`src/rtl/parity_frame_ctrl.sv`:
```
`default_nettype none
// ============================================================================
// Module   : parity_frame_ctrl
// Purpose  : Accepts parallel words over valid/ready and serialises each one
//            LSB-first, followed by a parity bit that closes the frame.
//            Supports downstream back-pressure and frame abort.
// Options  : `define FRAME_CNT_EN adds a 16-bit completed-frame counter output.
// Revision : 1.0 - initial release
// ============================================================================
module parity_frame_ctrl #(
  parameter int DATA_W = 8,    // data bits per frame (2..32)
  parameter bit ODD    = 1'b0  // 0 = even parity bit, 1 = odd parity bit
) (
  input  logic              clock,
  input  logic              reset,      // asynchronous, active-low
  input  logic [DATA_W-1:0] in_data,
  input  logic              in_valid,
  output logic              in_ready,
  input  logic              ser_ready,
  input  logic              abort,
  output logic              ser_bit,
  output logic              ser_valid,
  output logic              ser_last,
  output logic              busy
`ifdef FRAME_CNT_EN
  ,
  output logic [15:0]       frame_cnt
`endif
);

  localparam int CNT_W = $clog2(DATA_W);
  localparam logic [CNT_W-1:0] C_LAST_IDX = CNT_W'(DATA_W - 1);

  typedef enum logic [1:0] {
    ST_IDLE  = 2'd0,
    ST_SHIFT = 2'd1,
    ST_PAR   = 2'd2
  } state_t;

  state_t            r_state;
  state_t            w_state_nxt;
  logic [DATA_W-1:0] r_shreg;
  logic [DATA_W-1:0] w_shreg_nxt;
  logic [CNT_W-1:0]  r_cnt;
  logic [CNT_W-1:0]  w_cnt_nxt;
  logic              r_acc;
  logic              w_acc_nxt;
  logic              w_par_done;

  // State, shift register, bit counter and parity accumulator
  always_ff @(posedge clock or negedge reset) begin
    if (!reset) begin
      r_state <= ST_IDLE;
      r_shreg <= '0;
      r_cnt   <= '0;
      r_acc   <= ODD;
    end else begin
      r_state <= w_state_nxt;
      r_shreg <= w_shreg_nxt;
      r_cnt   <= w_cnt_nxt;
      r_acc   <= w_acc_nxt;
    end
  end

  // Next-state and serial output decode; abort always wins over progress
  always_comb begin
    w_state_nxt = r_state;
    w_shreg_nxt = r_shreg;
    w_cnt_nxt   = r_cnt;
    w_acc_nxt   = r_acc;
    w_par_done  = 1'b0;
    ser_bit     = 1'b0;
    ser_valid   = 1'b0;
    ser_last    = 1'b0;
    busy        = 1'b0;

    case (r_state)
      ST_IDLE: begin
        // No serial bit in the accept cycle; the first data bit appears next.
        if (in_valid && !abort) begin
          w_state_nxt = ST_SHIFT;
          w_shreg_nxt = in_data;
          w_cnt_nxt   = '0;
          w_acc_nxt   = ODD;
        end
      end

      ST_SHIFT: begin
        ser_valid = 1'b1;
        ser_bit   = r_shreg[0];
        busy      = 1'b1;
        if (abort) begin
          w_state_nxt = ST_IDLE;
        end else if (ser_ready) begin
          w_acc_nxt   = r_acc ^ r_shreg[0];
          w_shreg_nxt = {1'b0, r_shreg[DATA_W-1:1]};
          if (r_cnt == C_LAST_IDX) begin
            w_state_nxt = ST_PAR;
          end else begin
            w_cnt_nxt = r_cnt + CNT_W'(1);
          end
        end
      end

      ST_PAR: begin
        ser_valid = 1'b1;
        ser_last  = 1'b1;
        ser_bit   = r_acc;
        busy      = 1'b1;
        if (abort) begin
          w_state_nxt = ST_IDLE;
        end else if (ser_ready) begin
          w_state_nxt = ST_IDLE;
          w_par_done  = 1'b1;
        end
      end

      default: begin
        w_state_nxt = ST_IDLE;
      end
    endcase
  end

  // Gated by the reset pin so the producer never sees ready during reset
  assign in_ready = (r_state == ST_IDLE) && reset;

`ifdef FRAME_CNT_EN
  logic [15:0] r_frame_cnt;

  // Count frames whose parity bit was accepted; wraps naturally at 16 bits
  always_ff @(posedge clock or negedge reset) begin
    if (!reset) begin
      r_frame_cnt <= 16'h0000;
    end else if (w_par_done) begin
      r_frame_cnt <= r_frame_cnt + 16'h0001;
    end
  end

  assign frame_cnt = r_frame_cnt;
`else
  logic w_unused_par_done;
  assign w_unused_par_done = w_par_done;
`endif

endmodule
`default_nettype wire

```
`config.mk`:
```
export PLATFORM = sky130hd
export DESIGN_NAME = parity_frame_ctrl
export DESIGN_NICKNAME = d
export VERILOG_FILES = /design/src/rtl/parity_frame_ctrl.sv
export SDC_FILE = /design/constraint.sdc
export NUM_CORES = 1
export LEC_CHECK = 0
export ABC_AREA = 1
export BUFFER_PORTS_ARGS = -buffer_cell sky130_fd_sc_hd__buf_2
export CAP_MARGIN = 20
export CORE_MARGIN = 1
export CORE_UTILIZATION = 53
export DETAILED_ROUTE_END_ITERATION = 7
export GPL_TIMING_DRIVEN = 0
export PLACE_DENSITY_LB_ADDON = 0.05
export REMOVE_ABC_BUFFERS = 1
export SKIP_CTS_REPAIR_TIMING = 1
export SYNTH_ARGS = -nofsm -noshare
export SYNTH_HDL_FRONTEND = slang
export SYNTH_SLANG_ARGS = --single-unit
```
`constraint.sdc`:
```
create_clock -name clock -period 1.6 [get_ports clock]
set_input_delay 0.08 -clock clock [delete_from_list [all_inputs] [get_ports clock]]
set_output_delay 0.08 -clock clock [all_outputs]
set_load 0.005 [all_outputs]
```
==> results.md, run 1 <==
- Yosys Warn Count: 0
- GP Congestion: a little under 0.8
- Clock sink count: 14
- CP Capture Type: output port
- Number of fill cells: 145
- RSZ-0062 raised after global routing: false
- Via density: around 5.2
- DRT iter0 DRCs: 21
- Row Count: 14
- Synth area leaders: dfrtp_1, nand2_1, ha_1
- Worst VDD drop: a little under 0.001 V
- Vias in the first global route: slightly below 800
- Placed cells: 155
- Seq. cell area: ~350 µm²
- Clk slew on worst S/H paths: roughly 0.090 ns
- Total track usage: between 20% and 30%
- Outcome: complete, no violations
- Max frequency: approximately 660 MHz
- Finished Core Util: between 60% and 70%
- CP Cell Sequence: inv_1 -> ha_2 -> a21boi_0 -> buf_2
- PD cells: 2000 nW/µm²
- Post-Syn Area: ~930 µm²
- Slowest Stage Delay on Critical Path: around 0.41 ns
- Final setup fails: 0
- CTS buffer count: 3
- Pin count of the biggest net entering global routing: 18
- Global-route wire length before repair: about 3000 µm
- Register share of total power: around 29%
- Final worst path period share: a little over nine tenths
- Min-delay worst type: in2reg
- Max Transition Viols Final: 0
- NetSw: between 0.001 and 0.0015 W
- Register area share after synthesis: 37.7%
- Synthesized instance count: between 100 and 150
- Antenna Violating Nets Remaining: 0
- FF+latch count, synth: 14
- Layout area overhead: 14.8%
- Critical path's slowest cell: dfrtp_1
- Layout cell share with drive strength beyond 1: between 20% and 30%
- Final Hold Violating Endpoints: 0
- Detailed-route via count: between 800 and 900
- P_int: approximately 0.0011 W
- PnR worst setup slack: roughly 0.076 ns
- Setup TNS: 0 ns
- Avg Synthesized Cell Area: ~7.4 µm²
- Die Width: approximately 44 µm
- Clock power frac: between 10% and 20%
- Distinct cells, synth: 18
- Crit start category: flop
- Sw frac: between 40% and 50%
- Final HPWL DP: 1340 µm
- Clock Latency Late Sink: approximately 0.29 ns
- Post-synth top area cell: dfrtp_1
- Yosys top cell area share: a little under two fifths
- DP Worst Slack: -0.153 ns
- Die height: approximately 44 µm
- DRC viols: 0
- Finished Layout Cells: 160
- Num ports: 18
- Crit path time final: approximately 1.5 ns
- IO buf count: 17
- Core Area: ~1600 µm²
- Die Area: slightly below 2000 µm²
- Initial antenna violation count: 0
- Clock Root Buffer: clkbuf_4
- Max Clock Skew: between 0.004 and 0.005 ns
- CP top delay family: flip-flops
- Total wire length: 1880 µm
- Starting Density: just under 60%
- DR pass1 iterations: 6
- Drt wl/cell: 11.8 µm
- Critical Path AT: ~1.4 ns
- Overflow after GRT: 0
- Buf+Inv Stages, Crit Path: 2
- Slew Limit Headroom: about three quarters
- Diodes inserted: 0
- CTS tree: done
- Combinational Power Share: 58.5%
- CP Class: reg2out
- Worst-Margin Slew: 0.350 ns
- H-tree depth: 1
- Clk buf depth: 2
- Critical Path RT: around 1.5 ns
- Max Cap Viol: 0
- Area occupied by multi-input gates: around 530 µm²
- Leakage power: around 0.62 nW
- Critical Path Fanout Max: 3
- Nets: approximately 160
tightest hold or removal path, cell delays in order:
cell and delay, ns:
buf_2 0.09, nand2_1 0.05, nand3b_1 0.10, nand2_1 0.05
registers in the layout, indices dropped and copies added (netlist names):
signal   count
r_shreg      8
r_cnt        3
r_state      2
r_acc        1
path summary, 6_finish.rpt:
path / start / cells after the start / slack [ns] / end
setup / recovery: r_state[1] / 4 / 0.08 / ser_bit
hold / removal: in_data[7] / 4 / 0.11 / r_shreg[7]
setup reg to reg: r_state[1] / 7 / 0.11 / r_acc
hold reg to reg: r_shreg[3] / 2 / 0.48 / r_shreg[3]
max in group asynchronous: reset / 2 / 1.11 / r_state[0]
min in group asynchronous: reset / 2 / 0.21 / r_cnt[2]
kinds of logic (layout without fill, tap and decap cells):
kind of cell / Yosys count / in the layout / synth area share (%)
AOI/OAI and AO/OA: 2 / 2 / 1.35
adders and majority gates: 6 / 6 / 8.09
buffers and inverters: 13 / 31 / 7.68
DFF: 14 / 14 / 37.7
and+or+nand+nor: 91 / 91 / 45.1
layer usage:
layer / wire length [µm] / GRT usage (%) / part of all wire, %
met1: 802 / 23.7 / 43
met2: 1000 / 39.1 / 53
met3: 77 / 5.00 / 4.1
met4: 0 / 7.27 / 0
met5: 0 / 0 / 0
synthesized netlist by cell type:
cell	n
ha_1	6
nand3_2	1
dfrtp_1	14
nand4_1	5
inv_2	2
a21boi_0	1
inv_1	7
buf_4	2
nor2_4	1
nand2_2	4
nand2_4	3
o21ai_1	1
nand3b_1	1
nand2_1	58
buf_6	2
nor2_1	7
nand3_1	10
nor2_2	1
per-stage QoR:
stage / power (W) / instance area (µm²) / hold slack (ns)
floorplan: 0.00151 / 891 / -0.216
global placement: 0.00177 / 996 / 0.00207
detailed placement: 0.00182 / 996 / 0.00350
CTS: 0.00208 / 1030 / -0.312
global route: 0.00233 / 1070 / 0.138
finish: 0.00213 / 1070 / 0.110
layout make-up:
class	count	area share, %
multi-input cells	99	49.4
repair buffers	18	8.92
inverters	9	3.40
flip-flops and latches	14	33.0
well taps	16	1.88
clock buffers	4	3.40
cell usage in the layout, fill, tap and decap left out, types with 2 or more instances in the layout:
cell type  count
nand2_1       58
nand2_4        3
buf_2         17
nand3_1       10
dfrtp_1       13
nand2_2        4
clkbuf_4       3
ha_2           2
nor2_1         6
ha_1           3
nor2_2         2
inv_1          7
nand4_1        5
power by group through the flow:
stage	Sequential [W]	Clock [W]	Combinational, W
after floorplan	0.000592	0	0.000920
after global placement	0.000610	0	0.00117
after detailed placement	0.000618	0	0.00120
after CTS	0.000610	0.000272	0.00120
after global routing	0.000641	0.000279	0.00141
final	0.000620	0.000265	0.00125
No activity file was read; power rests on OpenSTA's default activity.
==> inputs of run 2 (changes only) <==
--- a/config.mk
+++ b/config.mk
@@ -5,11 +5,11 @@
 export SDC_FILE = /design/constraint.sdc
 export NUM_CORES = 1
 export LEC_CHECK = 0
-export ABC_AREA = 1
+export ABC_AREA = 0
 export BUFFER_PORTS_ARGS = -buffer_cell sky130_fd_sc_hd__buf_2
 export CAP_MARGIN = 20
 export CORE_MARGIN = 1
-export CORE_UTILIZATION = 53
+export CORE_UTILIZATION = 52
 export DETAILED_ROUTE_END_ITERATION = 7
 export GPL_TIMING_DRIVEN = 0
 export PLACE_DENSITY_LB_ADDON = 0.05
==> run 2 against run 1 <==
  * The flow now finishes with violations (setup timing)
  * First-iteration DRC count is the same
  * Global-route usage decreased by 0.82 points
  * Clock skew up 0.0033 ns
  * Largest cell class unchanged
  * Synthesized area is 7.0% lower
  * Wire length is 20% higher
  * Highest routed layer is now met4
  * Maximum frequency fell by 23%
  * Die area decreased by 5.0%
  * Sequential cell count did not move
==> results.md, run 2 <==
- Total wire length: 2260 µm (was 1880 µm)
- Combinational Power Share: 61.5% (was 58.5%)
- CTS buffer count: 3 (unchanged)
- Placed Area: 945 µm² (was 996 µm²)
- DRC viols: 0 (unchanged)
- Finished Layout Cells: 131 (was 160)
- RSZ-0062 raised after global routing: true (was false)
- Distinct cells, synth: 31 (was 18)
- PD cells: 1910 nW/µm² (was 2000 nW/µm²)
- Final Hold Violating Endpoints: 0 (unchanged)
- Final hold slack: 0.0592 ns (was 0.110 ns)
- Critical path's slowest cell: dfrtp_1 (unchanged)
- Avg Synthesized Cell Area: 10.0 µm² (was 7.37 µm²)
- Reg-to-Reg Start: r_state[1] (unchanged)
- Clock sink count: 14 (unchanged)
- Finished Core Util: 82.5% (was 67.6%)
- Asr flop ratio synth: 100% (unchanged)
- Diodes inserted: 0 (unchanged)
- Number of fill cells: 89 (was 145)
- Antenna Violating Nets Remaining: 0 (unchanged)
- FF-to-FF setup slack: -0.39 ns (was 0.11 ns)
- CP Cell Sequence: inv_2 -> ha_4 -> or3b_1 -> a222oi_1 -> mux2_2 (was inv_1 -> ha_2 -> a21boi_0 -> buf_2)
- Buf+Inv Stages, Crit Path: 1 (was 2)
- Leading registers by flop count: r_shreg x8, r_cnt x3, r_state x2 (unchanged)
- Synth cell count leaders: dfrtp_1, mux2i_1, inv_1 (was nand2_1, dfrtp_1, nand3_1)
- P_int: 0.00144 W (was 0.00111 W)
- NetSw: 0.000961 W (was 0.00102 W)
- DR pass1 iterations: 4 (was 6)
- DRT iter0 DRCs: 21 (unchanged)
- Max Transition Viols Final: 0 (unchanged)
- Critical Path RT: 1.77 ns (was 1.52 ns)
- Crit start category: flop (unchanged)
- CP Class: reg2reg (was reg2out)
- Via density: 5.73 (was 5.24)
- Register share of total power: 27.5% (was 29.1%)
- Global routing met1 resource utilization: 23.9% (was 23.7%)
- Ys flop type: dfrtp_1 (unchanged)
- Critical path endpoint: r_cnt[0] (was ser_bit)
- Crit path time final: 1.99 ns (was 1.52 ns)
- Die Area: 1830 µm² (was 1920 µm²)
- Clock power frac: 11.0% (was 12.4%)
- Yosys Warn Count: 0 (unchanged)
- Critical Path AT: 2.16 ns (was 1.44 ns)
- Area occupied by multi-input gates: 623 µm² (was 527 µm²)
- CP Capture Type: flop (was output port)
- GR Layer Usage met2: 34.5% (was 39.1%)
- Slew Limit Headroom: 63.4% (was 76.7%)
- Nets: 135 (was 164)
- Initial antenna violation count: 0 (unchanged)
- FF+latch count, synth: 14 (unchanged)
- Design area: 1260 µm² (was 1070 µm²)
- R2R cell count: 5 (was 7)
- Worst path depth: 5 (was 4)
- Most Crowded Layer GR: met2 (unchanged)
- Critical Path Fanout Max: 4 (was 3)
- Outcome: finished with violations (was complete, no violations)
- Synth area leaders: dfrtp_1, mux2i_1, ha_1 (was dfrtp_1, nand2_1, ha_1)
- Vias in the first global route: 660 (was 772)
- Die height: 42.7 µm (was 43.9 µm)
- GP Congestion: 0.873 (was 0.773)
- Total track usage: 20.4% (was 21.2%)
- H-tree depth: 1 (unchanged)
- Slowest Stage Delay on Critical Path: 0.44 ns (was 0.41 ns)
- Most frequent cells in the layout: buf_2, dfrtp_1, mux2i_1, buf_4, inv_1 (was nand2_1, buf_2, dfrtp_1, nand3_1, inv_1)
- Max frequency: 503 MHz (was 656 MHz)
- Max Cap Viol: 0 (unchanged)
- Failing checks: setup timing
- Drt wl/cell: 17.2 µm (was 11.8 µm)
- CTS tree: done (unchanged)
- Clk slew on worst S/H paths: 0.10 ns (was 0.09 ns)
- Worst Setup SP: r_state[1] (unchanged)
- IO buf count: 17 (unchanged)
- Max reg flops: 8 (unchanged)
- Worst-Margin Slew: 0.548 ns (was 0.350 ns)
- Sw frac: 40.0% (was 47.8%)
- Final setup fails: 12 (was 0)
- Post-Syn Area: 863 µm² (was 928 µm²)
- DP Worst Slack: -0.800 ns (was -0.153 ns)
- Register area share after synthesis: 40.6% (was 37.7%)
- Yosys top cell area share: 40.6% (was 37.7%)
- Clk buf depth: 2 (unchanged)
- Max Clock Skew: 0.00797 ns (was 0.00470 ns)
- Clock Latency Late Sink: 0.29 ns (about the same)
- CP top delay family: flip-flops (unchanged)
- Core Area: 1520 µm² (was 1580 µm²)
- Layout cell share with drive strength beyond 1: 50.4% (was 26.4%)
- Global-route wire length before repair: 2720 µm (was 3020 µm)
- Clock Root Buffer: clkbuf_4 (unchanged)
- Largest register by flop count: r_shreg (unchanged)
- Seq. cell area: 352 µm² (unchanged)
- Pin count of the biggest net entering global routing: 18 (unchanged)
- Overflow after GRT: 0 (unchanged)
- Most frequent cell after synthesis: dfrtp_1 (was nand2_1)
- Min-delay worst type: in2reg (unchanged)
- Reg2reg end: r_cnt[0] (was r_acc)
- Starting Density: 56.7% (was 58.9%)
- Die Width: 42.7 µm (was 43.9 µm)
- Met3 Use GR: 2.98% (was 5.00%)
- Num ports: 18 (unchanged)
- Post-synth top area cell: dfrtp_1 (unchanged)
- Detailed-route via count: 750 (was 838)
- Commonest non-fill, non-tap cell in the layout: buf_2 (was nand2_1)
- Leakage power: 0.549 nW (was 0.621 nW)
- Row Count: 14 (unchanged)
- Final worst path period share: 124% (was 95.2%)
- Layout area overhead: 45.7% (was 14.8%)
- Post-synth EDFFs: 0 (unchanged)
- PnR worst setup slack: -0.390 ns (was 0.0761 ns)
- Synthesized instance count: 86 (was 126)
- Worst VDD drop: 0.00134 V (was 0.000970 V)
- Placed cells: 114 (was 155)
==> run 2: cell count changes after synthesis, moves of 3 or more <==
| cell | before | now |
|---|---|---|
| nor2b_1 | 0 | 4 |
| nand3_1 | 10 | 1 |
| nor2_1 | 7 | 0 |
| nand4_1 | 5 | 1 |
| a31oi_1 | 0 | 7 |
| nand2_4 | 3 | 0 |
| nand2_1 | 58 | 4 |
| nand2_2 | 4 | 0 |
| mux2i_1 | 0 | 9 |
| a21oi_1 | 0 | 7 |
==> run 2: area by class of cell <==
| class | instances | area share, % |
|---|---|---|
| multi-input combinational | 59 | 49.6 |
| sequential | 14 | 28.0 |
| timing repair buffer | 30 | 15.6 |
| clock buffer | 4 | 2.89 |
| inverter | 8 | 2.39 |
| tap | 16 | 1.59 |
==> run 2: logic make-up (layout without fill, tap and decap cells) <==
logic type / after synthesis / after routing / synth area share [%]
AO/OA/AOI/OAI: 23 / 23 / 17.4
flip-flops: 14 / 14 / 40.6
multiplexers: 12 / 12 / 14.3
buffers and inverters: 13 / 42 / 6.23
adder cells (fa/ha/maj): 6 / 6 / 8.70
AND/OR/NAND/NOR: 18 / 18 / 12.8
==> run 2: metal layers <==
metal | wire length, µm | share of wire, % | vias up
met3 | 83 | 3.7 | 2
met2 | 1160 | 51 | 16
met1 | 1010 | 45 | 365
li1 | - | - | 367
met4 | 8 | 0.35 | 0
met5 | 0 | 0 | -
==> run 2: worst min path at each step <==
stage	start	to	slack (ns)	cells after the start
floorplan	reset	r_acc	-0.22	0
global placement	reset	r_state[0]	-0.001	1
CTS	reset	r_state[0]	-0.31	1
global route	abort	r_state[1]	0.06	2
finish	abort	r_state[1]	0.06	2
detailed placement	reset	r_state[0]	0.0003	1
==> run 2: stage by stage <==
step	setup TNS, ns	power (W)
6_report	-1.50	0.00241
3_5_place_dp	-7.78	0.00146
4_1_cts	-8.08	0.00172
5_1_grt	-2.37	0.00255
3_3_place_gp	-7.78	0.00144
2_1_floorplan	-3.55	0.00124
==> run 2: power by group through the flow <==
stage,clock (W),combinational (W),sequential (W)
after floorplan,0,0.000650,0.000585
after global placement,0,0.000835,0.000607
after detailed placement,0,0.000849,0.000612
after CTS,0.000267,0.000853,0.000605
after global routing,0.000283,0.00158,0.000679
final,0.000264,0.00148,0.000662
==> inputs of run 3 (changes only) <==
--- a/config.mk
+++ b/config.mk
@@ -6,8 +6,9 @@
 export NUM_CORES = 1
 export LEC_CHECK = 0
 export ABC_AREA = 0
-export BUFFER_PORTS_ARGS = -buffer_cell sky130_fd_sc_hd__buf_2
+export BUFFER_PORTS_ARGS = -buffer_cell sky130_fd_sc_hd__clkbuf_2
 export CAP_MARGIN = 20
+export CORE_ASPECT_RATIO = 0.9
 export CORE_MARGIN = 1
 export CORE_UTILIZATION = 52
 export DETAILED_ROUTE_END_ITERATION = 7
==> run 3 against run 2 <==
  * Highest routed layer is now met3
  * Global-route usage grew 0.66 points
  * Critical path depth increased by 1
  * Critical endpoint unchanged
  * Sequential power shrank 2%
  * Critical path type unchanged
  * The flow still finishes with violations (setup timing)
==> results.md, run 3 (synthesis gave the netlist of run 2 again) <==
- Max Clock Skew: 0.00691 ns (was 0.00797 ns)
- Most Crowded Layer GR: met2 (unchanged)
- Setup TNS: -1.41 ns (was -1.50 ns)
- Largest register by flop count: r_shreg (unchanged)
- Drt wl/cell: 15.1 µm (was 17.2 µm)
- Global-route wire length before repair: 2660 µm (was 2720 µm)
- Leakage power: 0.557 nW (was 0.549 nW)
- Failing checks: setup timing (unchanged)
- PD cells: 1860 nW/µm² (was 1910 nW/µm²)
- Layout cell share with drive strength beyond 1: 51.3% (was 50.4%)
- Overflow after GRT: 0 (unchanged)
- Final setup fails: 14 (was 12)
- Max reg flops: 8 (unchanged)
- Crit path time final: 1.96 ns (was 1.99 ns)
- Core Area: 1500 µm² (was 1520 µm²)
- Critical Path AT: 2.13 ns (was 2.16 ns)
- Hold depth: 2 (unchanged)
- Layout area overhead: 46.7% (was 45.7%)
- Diodes inserted: 0 (unchanged)
- Initial antenna violation count: 0 (unchanged)
- Reg2reg end: r_cnt[0] (unchanged)
- Placed Area: 952 µm² (was 945 µm²)
- DR pass1 iterations: 4 (unchanged)
- Starting Density: 57.7% (was 56.7%)
- Die Area: 1830 µm² (about the same)
- Commonest non-fill, non-tap cell in the layout: clkbuf_2 (was buf_2)
- Num ports: 18 (unchanged)
- Total track usage: 21.0% (was 20.4%)
- Outcome: finished with violations (unchanged)
- Critical Path Fanout Max: 3 (was 4)
- GP Congestion: 0.805 (was 0.873)
- DRT iter0 DRCs: 20 (was 21)
- Worst-Margin Slew: 0.480 ns (was 0.548 ns)
- Slew Limit Headroom: 68.0% (was 63.4%)
- Most frequent cells in the layout: clkbuf_2, dfrtp_1, buf_4, mux2i_1, inv_1 (was buf_2, dfrtp_1, mux2i_1, buf_4, inv_1)
- Hold endpoint: r_state[1] (unchanged)
- DRC viols: 0 (unchanged)
- Pin count of the biggest net entering global routing: 18 (unchanged)
- Antenna Violating Nets Remaining: 0 (unchanged)
- Row Count: 13 (was 14)
- Clock Root Buffer: clkbuf_4 (unchanged)
- Leading registers by flop count: r_shreg x8, r_cnt x3, r_state x2 (unchanged)
- Via density: 5.63 (was 5.73)
- CP Capture Type: flop (unchanged)
- Final Hold Violating Endpoints: 0 (unchanged)
- Max Cap Viol: 0 (unchanged)
- Final worst path period share: 123% (was 124%)
- Met3 Use GR: 5.29% (was 2.98%)
- Die height: 40.7 µm (was 42.7 µm)
- Vias in the first global route: 613 (was 660)
- GR Layer Usage met2: 34.1% (was 34.5%)
- Reg-to-Reg Start: r_cnt[0] (was r_state[1])
- R2R cell count: 6 (was 5)
- CTS buffer count: 3 (unchanged)
- Die Width: 45.0 µm (was 42.7 µm)
- Number of fill cells: 84 (was 89)
- H-tree depth: 1 (unchanged)
- Max Transition Viols Final: 0 (unchanged)
- Max frequency: 509 MHz (was 503 MHz)
- Final hold slack: 0.0732 ns (was 0.0592 ns)
- CTS tree: done (unchanged)
- Finished Core Util: 84.6% (was 82.5%)
- Nets: 138 (was 135)
- Detailed-route via count: 782 (was 750)
- RSZ-0062 raised after global routing: true (unchanged)
- CP Class: reg2reg (unchanged)
- Worst VDD drop: 0.00125 V (was 0.00134 V)
- FF-to-FF setup slack: -0.36 ns (was -0.39 ns)
- Crit start category: flop (unchanged)
- Clock Latency Late Sink: 0.28 ns (was 0.29 ns)
- PnR worst setup slack: -0.364 ns (was -0.390 ns)
- Clock sink count: 14 (unchanged)
- Hold path start: abort (unchanged)
- Design area: 1270 µm² (was 1260 µm²)
- Final HPWL DP: roughly 1100 µm
- Global routing met1 resource utilization: 27.0% (was 23.9%)
- Critical Path RT: 1.77 ns (about the same)
- Clk buf depth: 2 (unchanged)
- Min-delay worst type: in2reg (unchanged)
- IO buf count: 17 (unchanged)
- Clk slew on worst S/H paths: 0.08 ns (was 0.10 ns)
- Total wire length: 2090 µm (was 2260 µm)
==> run 3: cell types whose count changed in the layout (fill, tap and decap cells not counted), sizes merged <==
cell / previous run / this run
buf: 29 / 14
clkbuf: 4 / 21
==> run 3: area by class of cell <==
| cell class | instances | area (µm²) | area share (%) |
|---|---|---|---|
| Sequential cell | 14 | 352 | 27.8 |
| Inverter | 8 | 30.0 | 2.37 |
| Timing Repair Buffer | 33 | 216 | 17.1 |
| Clock buffer | 3 | 22.5 | 1.78 |
| Tap cell | 22 | 27.5 | 2.17 |
| Multi-Input combinational cell | 59 | 618 | 48.8 |
==> run 3: worst max path at each step <==
| stage | from | endpoint | slack (ns) | cells past startpoint |
|---|---|---|---|---|
| 5_1_grt | r_cnt[0] | r_cnt[0] | -0.44 | 6 |
| 6_report | r_cnt[0] | r_cnt[0] | -0.36 | 6 |
| 4_1_cts | r_state[1] | r_shreg[7] | -0.83 | 5 |
| 2_1_floorplan | r_cnt[0] | r_cnt[0] | -0.50 | 5 |
| 3_5_place_dp | r_state[1] | r_shreg[7] | -0.81 | 5 |
| 3_3_place_gp | r_state[1] | r_shreg[7] | -0.80 | 5 |
==> run 3: per-layer routing <==
metal / vias to the layer above / wire length, µm
li1: 374 / -
met2: 24 / 1040
met5: - / 0
met1: 384 / 930
met4: 0 / 0
met3: 0 / 124
==> run 3: metrics by stage <==
step                      setup WS [ns]  power (W)  cells
after floorplan                  -0.501    0.00124     81
after global placement           -0.802    0.00144    120
after detailed placement         -0.814    0.00146    120
after CTS                        -0.831    0.00166    123
after global routing             -0.439    0.00252    139
final                            -0.364    0.00235    139
==> run 3: critical path: stages, from the launching register on <==
cell      delay (ns)
dfrtp_1         0.40
ha_2            0.19
ha_4            0.16
or3b_1          0.34
a222oi_1        0.29
buf_4           0.19
mux2_4          0.29
==> run 3: where the power goes <==
part / internal, W / total, W / leakage (nW) / switching, W
Clock: 0.0000872 / 0.000194 / 0.0138 / 0.000107
Combinational: 0.000842 / 0.00151 / 0.376 / 0.000670
Sequential: 0.000505 / 0.000648 / 0.167 / 0.000143
Total: 0.00143 / 0.00235 / 0.557 / 0.000920
